===== src/rtl/simd_pkg.sv =====
// Shared widths, opcode encoding and opcode type for the four-lane SIMD ALU.
package simd_pkg;

  localparam int DATA_W = 8;
  localparam int RES_W  = 16;
  localparam int LANES  = 4;

  typedef logic [1:0] opcode_t;

  localparam opcode_t OP_ADD = 2'b00;
  localparam opcode_t OP_SUB = 2'b01;
  localparam opcode_t OP_MUL = 2'b10;
  localparam opcode_t OP_MAX = 2'b11;

endpackage


===== src/rtl/simd_lane.sv =====
// One combinational ALU lane: unsigned 8-bit operands, 16-bit result.
module simd_lane
  import simd_pkg::*;
(
  input  opcode_t             opcode,
  input  logic [DATA_W-1:0]   a,
  input  logic [DATA_W-1:0]   b,
  output logic [RES_W-1:0]    res
);

  logic [RES_W-1:0] a_ext;
  logic [RES_W-1:0] b_ext;

  assign a_ext = RES_W'(a);
  assign b_ext = RES_W'(b);

  always_comb begin
    res = '0;
    case (opcode)
      OP_ADD:  res = a_ext + b_ext;
      // Wraps modulo 2^16, so a<b yields the two's-complement negative value.
      OP_SUB:  res = a_ext - b_ext;
      OP_MUL:  res = a_ext * b_ext;
      OP_MAX:  res = (a >= b) ? a_ext : b_ext;
      default: res = '0;
    endcase
  end

endmodule


===== src/rtl/simd_core.sv =====
// Four-lane SIMD ALU stage: broadcast opcode, per-lane results registered with one-cycle latency.
module simd_core
  import simd_pkg::*;
(
  input  logic                clk,
  input  logic                rst_n,
  input  logic                in_valid,
  input  opcode_t             opcode,
  input  logic [DATA_W-1:0]   a0,
  input  logic [DATA_W-1:0]   b0,
  input  logic [DATA_W-1:0]   a1,
  input  logic [DATA_W-1:0]   b1,
  input  logic [DATA_W-1:0]   a2,
  input  logic [DATA_W-1:0]   b2,
  input  logic [DATA_W-1:0]   a3,
  input  logic [DATA_W-1:0]   b3,
  output logic [RES_W-1:0]    r0,
  output logic [RES_W-1:0]    r1,
  output logic [RES_W-1:0]    r2,
  output logic [RES_W-1:0]    r3,
  output logic                out_valid
);

  logic [LANES-1:0][DATA_W-1:0] a_lane;
  logic [LANES-1:0][DATA_W-1:0] b_lane;
  logic [LANES-1:0][RES_W-1:0]  res_lane;
  logic [LANES-1:0][RES_W-1:0]  res_q;
  logic                         valid_q;

  assign a_lane = {a3, a2, a1, a0};
  assign b_lane = {b3, b2, b1, b0};

  for (genvar i = 0; i < LANES; i++) begin : g_lane
    simd_lane u_lane (
      .opcode (opcode),
      .a      (a_lane[i]),
      .b      (b_lane[i]),
      .res    (res_lane[i])
    );
  end

  // Results hold across idle cycles; only out_valid drops.
  always_ff @(posedge clk or negedge rst_n) begin
    if (!rst_n) begin
      res_q   <= '0;
      valid_q <= 1'b0;
    end else begin
      valid_q <= in_valid;
      if (in_valid) begin
        res_q <= res_lane;
      end
    end
  end

  assign r0        = res_q[0];
  assign r1        = res_q[1];
  assign r2        = res_q[2];
  assign r3        = res_q[3];
  assign out_valid = valid_q;

endmodule


===== config.mk =====
export PLATFORM = sky130hd
export DESIGN_NAME = simd_core
export DESIGN_NICKNAME = d
export VERILOG_FILES = /design/src/rtl/simd_pkg.sv /design/src/rtl/simd_lane.sv /design/src/rtl/simd_core.sv
export SDC_FILE = /design/constraint.sdc
export NUM_CORES = 1
export LEC_CHECK = 0
export BUFFER_PORTS_ARGS = -buffer_cell sky130_fd_sc_hd__buf_4
export CORE_UTILIZATION = 50
export CTS_CLUSTER_SIZE = 25
export DETAILED_ROUTE_END_ITERATION = 10
export GPL_ROUTABILITY_DRIVEN = 0
export PLACE_DENSITY = 0.67
export REMOVE_ABC_BUFFERS = 1
export SLEW_MARGIN = 20
export SYNTH_ARGS = -nofsm -noshare
export SYNTH_HDL_FRONTEND = slang
export SYNTH_SLANG_ARGS = --single-unit

===== constraint.sdc =====
create_clock -name clk -period 1 [get_ports clk]
set_input_delay 0 -clock clk [delete_from_list [all_inputs] [get_ports clk]]
set_output_delay 0 -clock clk [all_outputs]
set_load 0.1 [all_outputs]

Yosys cells after proc, flatten, opt, wreduce, memory -nomap -nowiden
Cells that the tools add are included.
{"block": "classes", "order_cmp": 4, "n_reduce_logical": 1, "add_sub_neg": 8, "n_mux": 8, "eq_ne": 3, "n_bitwise": 0, "mul": 4, "shift": 0, "div_mod_pow": 0}
{"operator": "16-bit case mux with 4 select lines", "count": 4}
{"operator": "8-bit by 8-bit multiplier with 16-bit output", "count": 4}
{"operator": "8-bit by 8-bit adder with 9-bit output", "count": 4}
{"operator": "8-bit by 8-bit subtractor with 9-bit output", "count": 4}
{"operator": "8-bit greater-or-equal comparator", "count": 4}
{"operator": "8-bit 2-to-1 mux", "count": 4}
{"operator": "2-bit equality test (second input constant)", "count": 2}
{"operator": "2-bit by 1-bit equality test with 1-bit output (second input constant)", "count": 1}
{"operator": "2-bit logical NOT", "count": 1}
{"block": "word_totals", "input_bits": 69, "latch_bits": 0, "n_memories": 0, "ff_bits": 65, "mem_bits_ro": 0, "wordCells": 33, "out_inout_bits": 65, "ramBits": 0}

Logic depth before layout (Yosys ltp)
Gate-level depths: netlist of the first run.
{"block": "depth", "ltp_word": 3, "depth_mapped": 17, "mapped_depth_nobuf": 17}

Hierarchy
Synthesis of the first run repeated with hierarchy kept, for this count alone.
{"block": "unflattened", "cells_unflattened": 1692, "hier_area_um2": 15129.5}
{"mod": "simd_lane (g_lane[2].u_lane)", "instances": 1, "area_per_inst_um2": 3151.8, "seq_area_each_um2": 0.0, "cells_each": 405}
{"mod": "simd_lane (g_lane[0].u_lane)", "instances": 1, "area_per_inst_um2": 3130.5, "seq_area_each_um2": 0.0, "cells_each": 390}
{"mod": "simd_lane (g_lane[3].u_lane)", "instances": 1, "area_per_inst_um2": 3078.0, "seq_area_each_um2": 0.0, "cells_each": 385}
{"mod": "simd_lane (g_lane[1].u_lane)", "instances": 1, "area_per_inst_um2": 3065.4, "seq_area_each_um2": 0.0, "cells_each": 376}
{"mod": "simd_core", "instances": 1, "area_per_inst_um2": 2703.8, "seq_area_each_um2": 1626.6, "cells_each": 136}

Worst setup path after synthesis of the first run
Ideal clock, no wire load.
{"block": "synth_timing", "path_kind": "input to register", "startpoint": "input a2[5]", "endpoint": "register res_q (netlist bit r2[14])", "t_arrival_ps": 4002, "setup_slack_ps": -3129, "setup_time_ps": 126, "path_stages": 16, "cell_sequence": "clkbuf_1 -> nand2_1 -> fa_1 -> fa_1 -> inv_1 -> fa_1 -> inv_1 -> fa_1 -> inv_1 -> ha_1 -> or2_2 -> or3_1 -> o22ai_1 -> o21ai_0 -> xor2_1 -> a221o_1"}
{"block": "synth_between", "elab_chain_len": 2}
{"item": "start: declaration", "line": "simd_core.sv:13", "source": "input logic [DATA_W-1:0] a2,"}
{"item": "8-bit by 8-bit multiplier with 16-bit output / 8-bit by 8-bit subtractor with 9-bit output (equally long branches)", "line": "simd_lane.sv:23, simd_lane.sv:22"}
{"item": "16-bit case mux with 4 select lines (*)", "line": "simd_lane.sv:19", "source": "case (opcode)"}
{"item": "end signal: assignment", "line": "simd_core.sv:50", "source": "res_q <= res_lane;"}
{"item": "end: declaration", "line": "simd_core.sv:27", "source": "logic [LANES-1:0][RES_W-1:0] res_q;"}
Mark *: on every way between the ends. The rest lies on a longest branch, timed or not.
A chain may end at the register's enable or synchronous reset.

Final worst setup path of the first run
{"block": "layout_timing", "startpoint": "input a3[5]", "endpoint": "register res_q (netlist bit r3[15])"}
{"block": "layout_between", "elab_chain_len": 2}
{"item": "start: declaration", "line": "simd_core.sv:15", "source": "input logic [DATA_W-1:0] a3,"}
{"item": "8-bit by 8-bit multiplier with 16-bit output / 8-bit by 8-bit subtractor with 9-bit output (equally long branches)", "line": "simd_lane.sv:23, simd_lane.sv:22"}
{"item": "16-bit case mux with 4 select lines (*)", "line": "simd_lane.sv:19"}
Marked as above.

==> results of run 1 <==
-- cells in the mapped netlist, drive strengths merged (6+ instances only) --
master / instances / share of area [%]
mux2i: 32 / 2.2
nor2: 141 / 3.6
nor3: 16 / 0.55
and3: 8 / 0.34
nand2: 112 / 2.9
dfrtp: 65 / 11
a31oi: 19 / 0.81
nor4: 7 / 0.30
fa: 152 / 21
or3: 12 / 0.51
o211ai: 13 / 0.67
nand3b: 6 / 0.31
a21oi: 103 / 3.7
o21a: 11 / 0.56
nand3: 36 / 1.2
and2: 142 / 6.1
o21bai: 12 / 0.62
ha: 208 / 18
a221oi: 12 / 0.84
o221ai: 14 / 0.88
a21o: 13 / 0.67
xnor2: 41 / 2.5
o21ai: 79 / 2.7
mux2: 14 / 1.1
o22ai: 11 / 0.47
buf: 16 / 0.69
clkbuf: 42 / 1.1
xor2: 19 / 1.1
nor2b: 19 / 0.81
o31ai: 10 / 0.55
inv: 283 / 7.3
a211oi: 16 / 0.82
-- final cells by class --
| type | count | area (µm²) |
|---|---|---|
| inverter | 285 | 1120 |
| fill | 1485 | 4880 |
| tap | 384 | 480 |
| clock inverter | 7 | 103 |
| clock buffer | 9 | 225 |
| multi-input combinational | 1353 | 14200 |
| timing repair buffer | 646 | 6130 |
| sequential | 65 | 1640 |
-- logic make-up (layout without fill, tap and decap cells) --
family	after synthesis	in the layout	share of synthesized area [%]
AO/OA/AOI/OAI	366	366	16.6
XOR/XNOR	60	60	3.59
adder cells (fa/ha/maj)	360	360	38.5
buffers and inverters	343	947	9.07
flip-flops	65	65	11.1
multiplexers	47	47	3.44
AND/OR/NAND/NOR	520	520	17.6
-- power breakdown --
group          internal [mW]  switching (mW)  total [mW]
Combinational           18.0            21.4        39.4
Clock                   2.21            1.47        3.69
Sequential              3.26           0.659        3.92
-- flip-flops by register name, indices dropped and copies added (netlist names) --
name	cells
r1	16
r0	16
out_valid	1
r3	16
r2	16
-- per-layer routing --
layer  track usage, %  part of all wire (%)  up-vias
li1                 -                     -     7109
met1             43.9                    36     7890
met2             64.9                    49     1124
met3             4.90                   7.8      392
met4             18.8                   7.3        0
met5                0                     0        -
-- worst register-to-register path: cells and delay by family, from the launching register on --
kind | cells | cell delay (ps)
simple gates | 3 | 350
flops | 1 | 400
compound gates | 1 | 80
-- how the worst max path moves through the flow --
| stage | cells after the start | to | slack, ps | from |
|---|---|---|---|---|
| 2_1_floorplan | 14 | r2[14] | -2890 | a2[3] |
| 3_3_place_gp | 17 | r0[13] | -3120 | b0[2] |
| 3_5_place_dp | 17 | r0[13] | -3250 | b0[2] |
| 4_1_cts | 16 | r3[15] | -2520 | a3[2] |
| 5_1_grt | 16 | r3[14] | -2880 | a3[2] |
| 6_report | 16 | r3[15] | -2720 | a3[5] |
-- metrics by stage --
| step | util [%] | instances | total power [mW] | instance area [µm²] | setup slack (ps) |
|---|---|---|---|---|---|
| after floorplan | - | 1703 | 20.0 | 14400 | -2890 |
| after CTS | 78.6 | 2714 | 40.0 | 22600 | -2520 |
| after detailed placement | 66.8 | 2655 | 29.0 | 19200 | -3250 |
| after global placement | 66.8 | 2655 | 28.5 | 19200 | -3120 |
| final | 83.0 | 2749 | 47.0 | 23900 | -2720 |
| after global routing | 83.0 | 2749 | 49.2 | 23900 | -2880 |
-- repair_timing --
| item | CTS | global route |
|---|---|---|
| hold buffers | 1 | 0 |
| buffers inserted | 52 | 44 |
| endpoints found under the setup margin | 118 | 92 |
| pin swaps | 299 | 193 |
| gates resized for setup | 675 | 236 |
| hold endpoints to repair | 50 | 0 |
==> impl_metrics.ini, run 1 <==
[detailed_routing]
wire_per_inst_um = 22.4
dr.pass1.iters = 6
drc_errors = 0
drtIter0Drc = 1666
route.antenna.remaining_nets = 0
vias_per_cell = 6.01
vias = 16515
wl_um = 61600

[min_path]
min_path_type = in2reg
worstHoldStart = b1[4]
holdPathStages = 3
whs_endpoint = r1[4]

[floorplanning]
std_cell_rows = 62
fp.dieW_um = 173
die-area_um2 = 30000
core_um2 = 28800
initial_core_util_pct = 50.9
io_pins = 134
die_h_um = 173

[power]
power_density_nw_per_um2 = 1970
ir_worst_vdd_v = 0.00155
p_leak_nw = 11.4

[yosys]
netlist_area_um2 = 14600
synth_edf_count = 0
synthFlopType = dfrtp_1
synthCells = 1761
synth_seq_area_share_pct = 11.1
synth.distinct_cells = 80
syn_avg_cell_area_um2 = 8.32
synth_seq_cells = 65
ys_warn_count = 0
async_flop_share_pct = 100

[worst_setup_path]
ff2ff_setup_slack_ps = 40
slowest_delay_ps = 520
path_buf_inv = 4
path_cells = buf_6, and2_4, fa_1, fa_1, fa_1, inv_1, fa_1, inv_2, ha_4, or2_4, o22a_1, a311oi_2, buf_4, a21oi_4, xnor2_1, o221ai_1
crit_slowest_cell = fa_1
start_kind = input pin
rr_worst_depth = 4
critPathMostFrequentCell = fa_1
r2r_start = r3[7]
crit_required_ps = 1230
critPathMaxFanout = 5
crit_arrival_ps = 3950
crit_family = adder cells
cp-end-kind = flip-flop
path_class = in2reg
r2r-end = r3[7]

[outcome]
failed_checks = negative setup slack
outcome = complete, but fails checks

[final_layout]
final_common_cell = buf_4
area_delta_synth_final_pct = 63.2
final_cell_mix = buf_4, inv_1, buf_6
n_antenna_cell = 0
nNetsFinal = 2789
drive_gt1_share_pct = 47.9

[sta]
fmax_mhz = 269
fin_crit_ps = 3720
grt_setup_unrepaired = true
finalSetupViolCount = 68
clock_skew_ps = 0
timing.final.ws_setup_ps = -2720
maxSlewViolCount = 0
worstMarginPinSlew_ps = 623
hold-worst-slack_ps = 21.1
slew_headroom_pct = 58.5
fin_setup_tns_ps = -123170
timing.final.crit_share_pct = 372
finalHoldViolCount = 0

[clock_network]
clk_path_buf_depth = 2
clk_pin_slew_ps = 70
clkLatencyLatePin_ps = 350
cts_buffers = 9
clock_sinks = 65
cts_tree = built
cts_root_buf = clkbuf_16
htree_levels = 3

[grt]
grt_pass1_vias = 16976
track_usage_pct = 36.9
grt_overflow = 0
grt_pass1_wl_um = 87600
antenna_found_initial = 0
grt_start_max_net_pins = 28

[placement]
port-buffer-count = 133
hpwl_um = 37400

[job]
cap_violations = 0
Power figures use the tool's default switching activity.
==> run 2: changes to the inputs <==
--- a/config.mk
+++ b/config.mk
@@ -6,11 +6,12 @@
 export NUM_CORES = 1
 export LEC_CHECK = 0
 export BUFFER_PORTS_ARGS = -buffer_cell sky130_fd_sc_hd__buf_4
+export CORE_ASPECT_RATIO = 0.7
 export CORE_UTILIZATION = 50
 export CTS_CLUSTER_SIZE = 25
 export DETAILED_ROUTE_END_ITERATION = 10
 export GPL_ROUTABILITY_DRIVEN = 0
-export PLACE_DENSITY = 0.67
+export PLACE_DENSITY_LB_ADDON = 0.1
 export REMOVE_ABC_BUFFERS = 1
 export SLEW_MARGIN = 20
 export SYNTH_ARGS = -nofsm -noshare
==> run 2 against run 1 <==
  * The run ends with design-rule violations, negative setup slack left
  * Fmax increased by 3.6%
  * Non-clock buffer count decreased by 4
  * Core utilization shrank 1.5 points
  * Cell area decreased by 1.7%
  * Total power shrank 7.9%
  * Sequential cell count unchanged
  * Worst setup slack gained 130 ps
  * Combinational power fell by 9.4%
  * Sequential power is 2% higher
  * Critical path type unchanged
  * Largest cell class unchanged
==> impl_metrics.ini, run 2 (synthesis gave the netlist of run 1 again) <==
[grt]
grt_pass1_wl_um = 82100
antenna_found_initial = 0
grt_overflow = 0
grt_pass1_vias = 15924
track_usage_pct = 34.7
grt_start_max_net_pins = 24

[power]
ir_worst_vdd_v = 0.00233
p_leak_nw = 11.3
clock_power_share_pct = 8.2
p_switching_mw = 21.3
combPwrFrac_pct = 82.5
swShare_pct = 49.2
power_density_nw_per_um2 = 1840
pwr-share-seq_pct = 9.3
fin_total_pwr_mw = 43.3
intPower_mw = 22.0

[final_layout]
fillCellCount = 1711
final_cell_area_um2 = 23500
final_common_cell = buf_4
n_antenna_cell = 0
area_delta_synth_final_pct = 60.4
drive_gt1_share_pct = 46.1
final_cell_mix = buf_4, inv_1, buf_6
nNetsFinal = 2785

[worst_setup_path]
critPathMostFrequentCell = fa_1
critPathMaxFanout = 6
crit_required_ps = 1260
crit_slowest_cell = fa_1
path_buf_inv = 6
crit_arrival_ps = 3850
slowest_delay_ps = 520
start_kind = input pin
cp-end-kind = flip-flop
path_class = in2reg
path_cells = buf_12, inv_1, nor2_1, fa_2, fa_1, inv_2, fa_1, fa_1, inv_2, ha_4, buf_6, nand2_2, o211ai_1, o22a_1, buf_4, xor2_1, a21oi_1, a21oi_1
crit_family = adder cells

[detailed_routing]
drc_errors = 7
wire_per_inst_um = 19.9
dr.pass1.iters = 9
vias_per_cell = 5.70
wl_um = 54600
drtIter0Drc = 1308
route.antenna.remaining_nets = 0
vias = 15615

[sta]
finalHoldViolCount = 0
grt_setup_unrepaired = true
maxSlewViolCount = 0
timing.final.crit_share_pct = 359
slew_headroom_pct = 65.8
worstMarginPinSlew_ps = 506
finalSetupViolCount = 66
timing.final.ws_setup_ps = -2590
fin_setup_tns_ps = -122110
fin_crit_ps = 3590
fmax_mhz = 279
clock_skew_ps = 0

[clock_network]
clk_path_buf_depth = 2
cts_root_buf = clkbuf_16
htree_levels = 3
cts_tree = built
clkLatencyLatePin_ps = 350
cts_buffers = 9
clock_sinks = 65
clk_pin_slew_ps = 60

[floorplanning]
die_h_um = 145
die-area_um2 = 30000
initial_core_util_pct = 50.8
std_cell_rows = 52
fp.dieW_um = 207
core_um2 = 28800
io_pins = 134

[outcome]
outcome = complete, but fails checks
failed_checks = design-rule violations, negative setup slack

[job]
cap_violations = 0

[placement]
port-buffer-count = 133
hpwl_um = 38900
dp_slack_ps = -3250
post_dp_cell_area_um2 = 19300

[min_path]
min_path_type = in2reg
[run 2: worst register-to-register path: cells and delay by family, from the launching register on]
family / cells / cell delay [ps]
flip-flops: 1 / 390
AO/OA/AOI/OAI: 1 / 90
AND/OR/NAND/NOR: 3 / 380
[run 2: path summary, 6_finish.rpt]
| check | from | endpoint | slack, ps | cells after the start |
|---|---|---|---|---|
| worst max-delay path | b0[4] | r0[10] | -2590 | 18 |
| worst min-delay path | b1[1] | r1[1] | 70 | 4 |
| worst max register to register | r3[7] | r3[7] | 0 | 4 |
| worst min register to register | r3[5] | r3[5] | 520 | 1 |
| max in group asynchronous | rst_n | r2[3] | 410 | 3 |
| min in group asynchronous | rst_n | r0[1] | 80 | 2 |
[run 2: metrics by stage]
stage / hold slack (ps) / utilization (%) / cells
after floorplan: -296 / - / 1703
after detailed placement: -86.9 / 67.0 / 2662
final: 69.9 / 81.5 / 2739
after global routing: 82.9 / 81.5 / 2739
after global placement: -84.2 / 67.0 / 2662
after CTS: 62.9 / 75.5 / 2710
[run 2: routing by layer]
| layer | wire length [µm] | part of all wire, % | GRT usage (%) |
|---|---|---|---|
| met4 | 2140 | 3.9 | 8.46 |
| met3 | 3990 | 7.3 | 4.76 |
| met1 | 22700 | 41 | 48.4 |
| met5 | 0 | 0 | 0 |
| met2 | 25800 | 47 | 56.3 |
[run 2: power by group through the flow]
stage	clock [mW]	sequential [mW]	combinational, mW
after global placement	0	3.78	25.1
after detailed placement	0	3.78	25.6
after global routing	3.69	4.04	38.1
after floorplan	0	8.07	11.9
final	3.56	4.00	35.7
after CTS	3.57	3.87	31.1
[run 2: cell type report]
type	instances	area, µm²	share of cell area, %
flip-flops and latches	65	1650	7.00
inverters	285	1110	4.73
well taps	378	473	2.01
clock buffers	11	233	0.990
multi-input cells	1353	13900	59.1
clock inverters	5	80.1	0.341
repair buffers	642	6060	25.8
[run 2: timing repair]
action / in CTS / in global routing
setup endpoints to repair: 114 / 122
buffers inserted: 35 / 38
gates resized for setup: 503 / 346
endpoints found under the hold margin: 65 / 0
pin swaps: 245 / 220
hold buffers: 1 / 0
==> run 3: changes to the inputs <==
--- a/config.mk
+++ b/config.mk
@@ -5,8 +5,10 @@
 export SDC_FILE = /design/constraint.sdc
 export NUM_CORES = 1
 export LEC_CHECK = 0
+export ABC_AREA = 1
 export BUFFER_PORTS_ARGS = -buffer_cell sky130_fd_sc_hd__buf_4
 export CORE_ASPECT_RATIO = 0.7
+export CORE_MARGIN = 2
 export CORE_UTILIZATION = 50
 export CTS_CLUSTER_SIZE = 25
 export DETAILED_ROUTE_END_ITERATION = 10
==> run 3 against run 2 <==
  * The flow finishes with violations (negative setup slack)
  * Die area up 12%
  * Highest routed layer unchanged
  * Clock power down 9.8%
  * Cell count up 26%
  * Core utilization down 1.7 points
  * Routed wire length up 10%
==> impl_metrics.ini, run 3 <==
[floorplanning]
die_h_um = 154
io_pins = 134
initial_core_util_pct = 51.2
fp.dieW_um = 218
die-area_um2 = 33600
core_um2 = 31400
std_cell_rows = 54

[sta]
worstMarginPinSlew_ps = 531
clock_skew_ps = 0
fmax_mhz = 303
timing.final.ws_setup_ps = -2300
grt_setup_unrepaired = true
finalSetupViolCount = 66
maxSlewViolCount = 0
slew_headroom_pct = 64.5
finalHoldViolCount = 0
timing.final.crit_share_pct = 330
fin_crit_ps = 3300

[yosys]
synthFlopType = dfrtp_1
synthCells = 2507
syn_avg_cell_area_um2 = 6.40
async_flop_share_pct = 100
yosys.area.top_type = fa_1
synth.distinct_cells = 44
netlist_area_um2 = 16000
synth_seq_area_share_pct = 10.1
synth_most_common_cell = nand2_1
synth_seq_cells = 65
yosysTopAreaCellShare_pct = 19.0
ys_warn_count = 0
synthTopCellsByArea = fa_1, nand2_1, ha_1
synth_common_cells = nand2_1, inv_1, ha_1
synth_edf_count = 0

[clock_network]
cts_root_buf = clkbuf_16
clock_sinks = 65
clk_path_buf_depth = 2
htree_levels = 3
cts_tree = built
cts_buffers = 9
clkLatencyLatePin_ps = 370
clk_pin_slew_ps = 80

[final_layout]
drive_gt1_share_pct = 39.7
final_cell_area_um2 = 25000
final_cell_mix = nand2_1, inv_1, buf_4
final_common_cell = nand2_1
area_delta_synth_final_pct = 56.0
fin_util_pct = 79.8
nNetsFinal = 3452

[grt]
grt_pass1_wl_um = 91700
antenna_found_initial = 1
grt_overflow = 0
grt_pass1_vias = 18478
track_usage_pct = 33.8
grt_start_max_net_pins = 43

[detailed_routing]
drtIter0Drc = 1951
wire_per_inst_um = 17.5
dr.pass1.iters = 7
vias_per_cell = 5.37
vias = 18528
drc_errors = 0
route.antenna.remaining_nets = 0
wl_um = 60200

[placement]
port-buffer-count = 133
hpwl_um = 40600
post_dp_cell_area_um2 = 20200

[worst_setup_path]
crit_arrival_ps = 3550
rr_worst_depth = 3
cp-end-kind = flip-flop
r2r_start = r0[3]
r2r-end = r0[3]
path_class = in2reg
crit_required_ps = 1240
start_kind = input pin
ff2ff_setup_slack_ps = 100
critPathMaxFanout = 5

[outcome]
failed_checks = negative setup slack
outcome = complete, but fails checks

[power]
p_leak_nw = 14.0
ir_worst_vdd_v = 0.00192
power_density_nw_per_um2 = 1840

[min_path]
min_path_type = in2async

[job]
cap_violations = 0
## run 3: cell types whose count changed after synthesis, sizes merged, moves of 29 or more
cell	change
inv	+329
xnor2	-30
clkbuf	+39
nand3	+130
and2	-141
mux2i	-32
a21oi	+29
nand2	+611
## run 3: area by class of cell
class / instances / area (µm²)
multi-input cells: 1724 / 14500
fillers: 2034 / 6330
repair buffers: 610 / 5750
inverters: 613 / 2320
flip-flops and latches: 65 / 1630
well taps: 420 / 526
clock buffers: 13 / 270
clock inverters: 2 / 12.5
diodes: 1 / 2.50
## run 3: power breakdown
| part | switching, mW | internal (mW) |
|---|---|---|
| clock network | 1.35 | 1.87 |
| registers | 0.533 | 3.22 |
| logic | 22.9 | 16.2 |
| total | 24.8 | 21.3 |
## run 3: what timing repair did
action / in CTS / in global routing
pin swaps: 320 / 236
endpoints found under the hold margin: 65 / 0
gates cloned: 2 / 0
endpoints found under the setup margin: 121 / 87
hold buffers: 1 / 0
setup buffers: 53 / 33
gates resized for setup: 740 / 295
## run 3: cell families (layout without fill, tap and decap cells)
logic type | after synthesis | after routing | synth area share [%]
AOI/OAI and AO/OA | 260 | 260 | 8.69
and+or+nand+nor | 1086 | 1087 | 28.0
adders and majority gates | 360 | 360 | 35.2
DFF | 65 | 65 | 10.1
buffers and inverters | 719 | 1238 | 17.1
other | 0 | 1 | 0
xor gates and xnor gates | 17 | 17 | 0.928
## run 3: worst max-delay path: stages
cell	delay [ps]
buf_12	110
buf_12	120
nand2_4	50
inv_2	30
fa_1	530
fa_1	450
fa_1	510
inv_1	50
fa_1	500
inv_2	60
ha_4	330
nand2_2	60
nand2_1	70
nand2_2	80
nand2_1	80
nand2_1	80
nand3_2	110
nand2_1	60
nand2_1	70
o21ai_1	60
nand2_1	70
nand2_1	60
## run 3: through the flow
| step | hold WS, ps | setup slack (ps) | instances | total power, mW | setup TNS, ps |
|---|---|---|---|---|---|
| 4_1_cts | 35.9 | -2190 | 3424 | 40.7 | -104450 |
| 6_report | 31.5 | -2300 | 3448 | 46.0 | -109690 |
| 3_3_place_gp | -123 | -2770 | 3355 | 28.7 | -141410 |
| 2_1_floorplan | -296 | -2490 | 2401 | 19.9 | -112610 |
| 3_5_place_dp | -124 | -2840 | 3355 | 29.1 | -143680 |
| 5_1_grt | 60.4 | -2450 | 3448 | 48.6 | -115870 |
## run 3: how the worst max path moves through the flow
stage                      from     end  slack [ps]  cells after the start
after global placement    b0[2]  r0[12]       -2770                     18
final                     a1[3]  r1[15]       -2300                     22
after global routing      a1[3]  r1[15]       -2450                     22
after floorplan           a0[5]  r0[12]       -2490                     17
after detailed placement  b0[2]  r0[14]       -2840                     18
after CTS                 b3[4]   r3[8]       -2190                     19
## run 3: per-layer routing
| layer | up-vias | global-route usage, % | part of all wire (%) | wire length, µm |
|---|---|---|---|---|
| met5 | - | 0 | 0 | 0 |
| met4 | 0 | 9.78 | 3.4 | 2060 |
| met3 | 202 | 6.07 | 8.7 | 5220 |
| met2 | 923 | 55.7 | 47 | 28200 |
| met1 | 8806 | 45.5 | 41 | 24800 |
| li1 | 8597 | - | - | - |
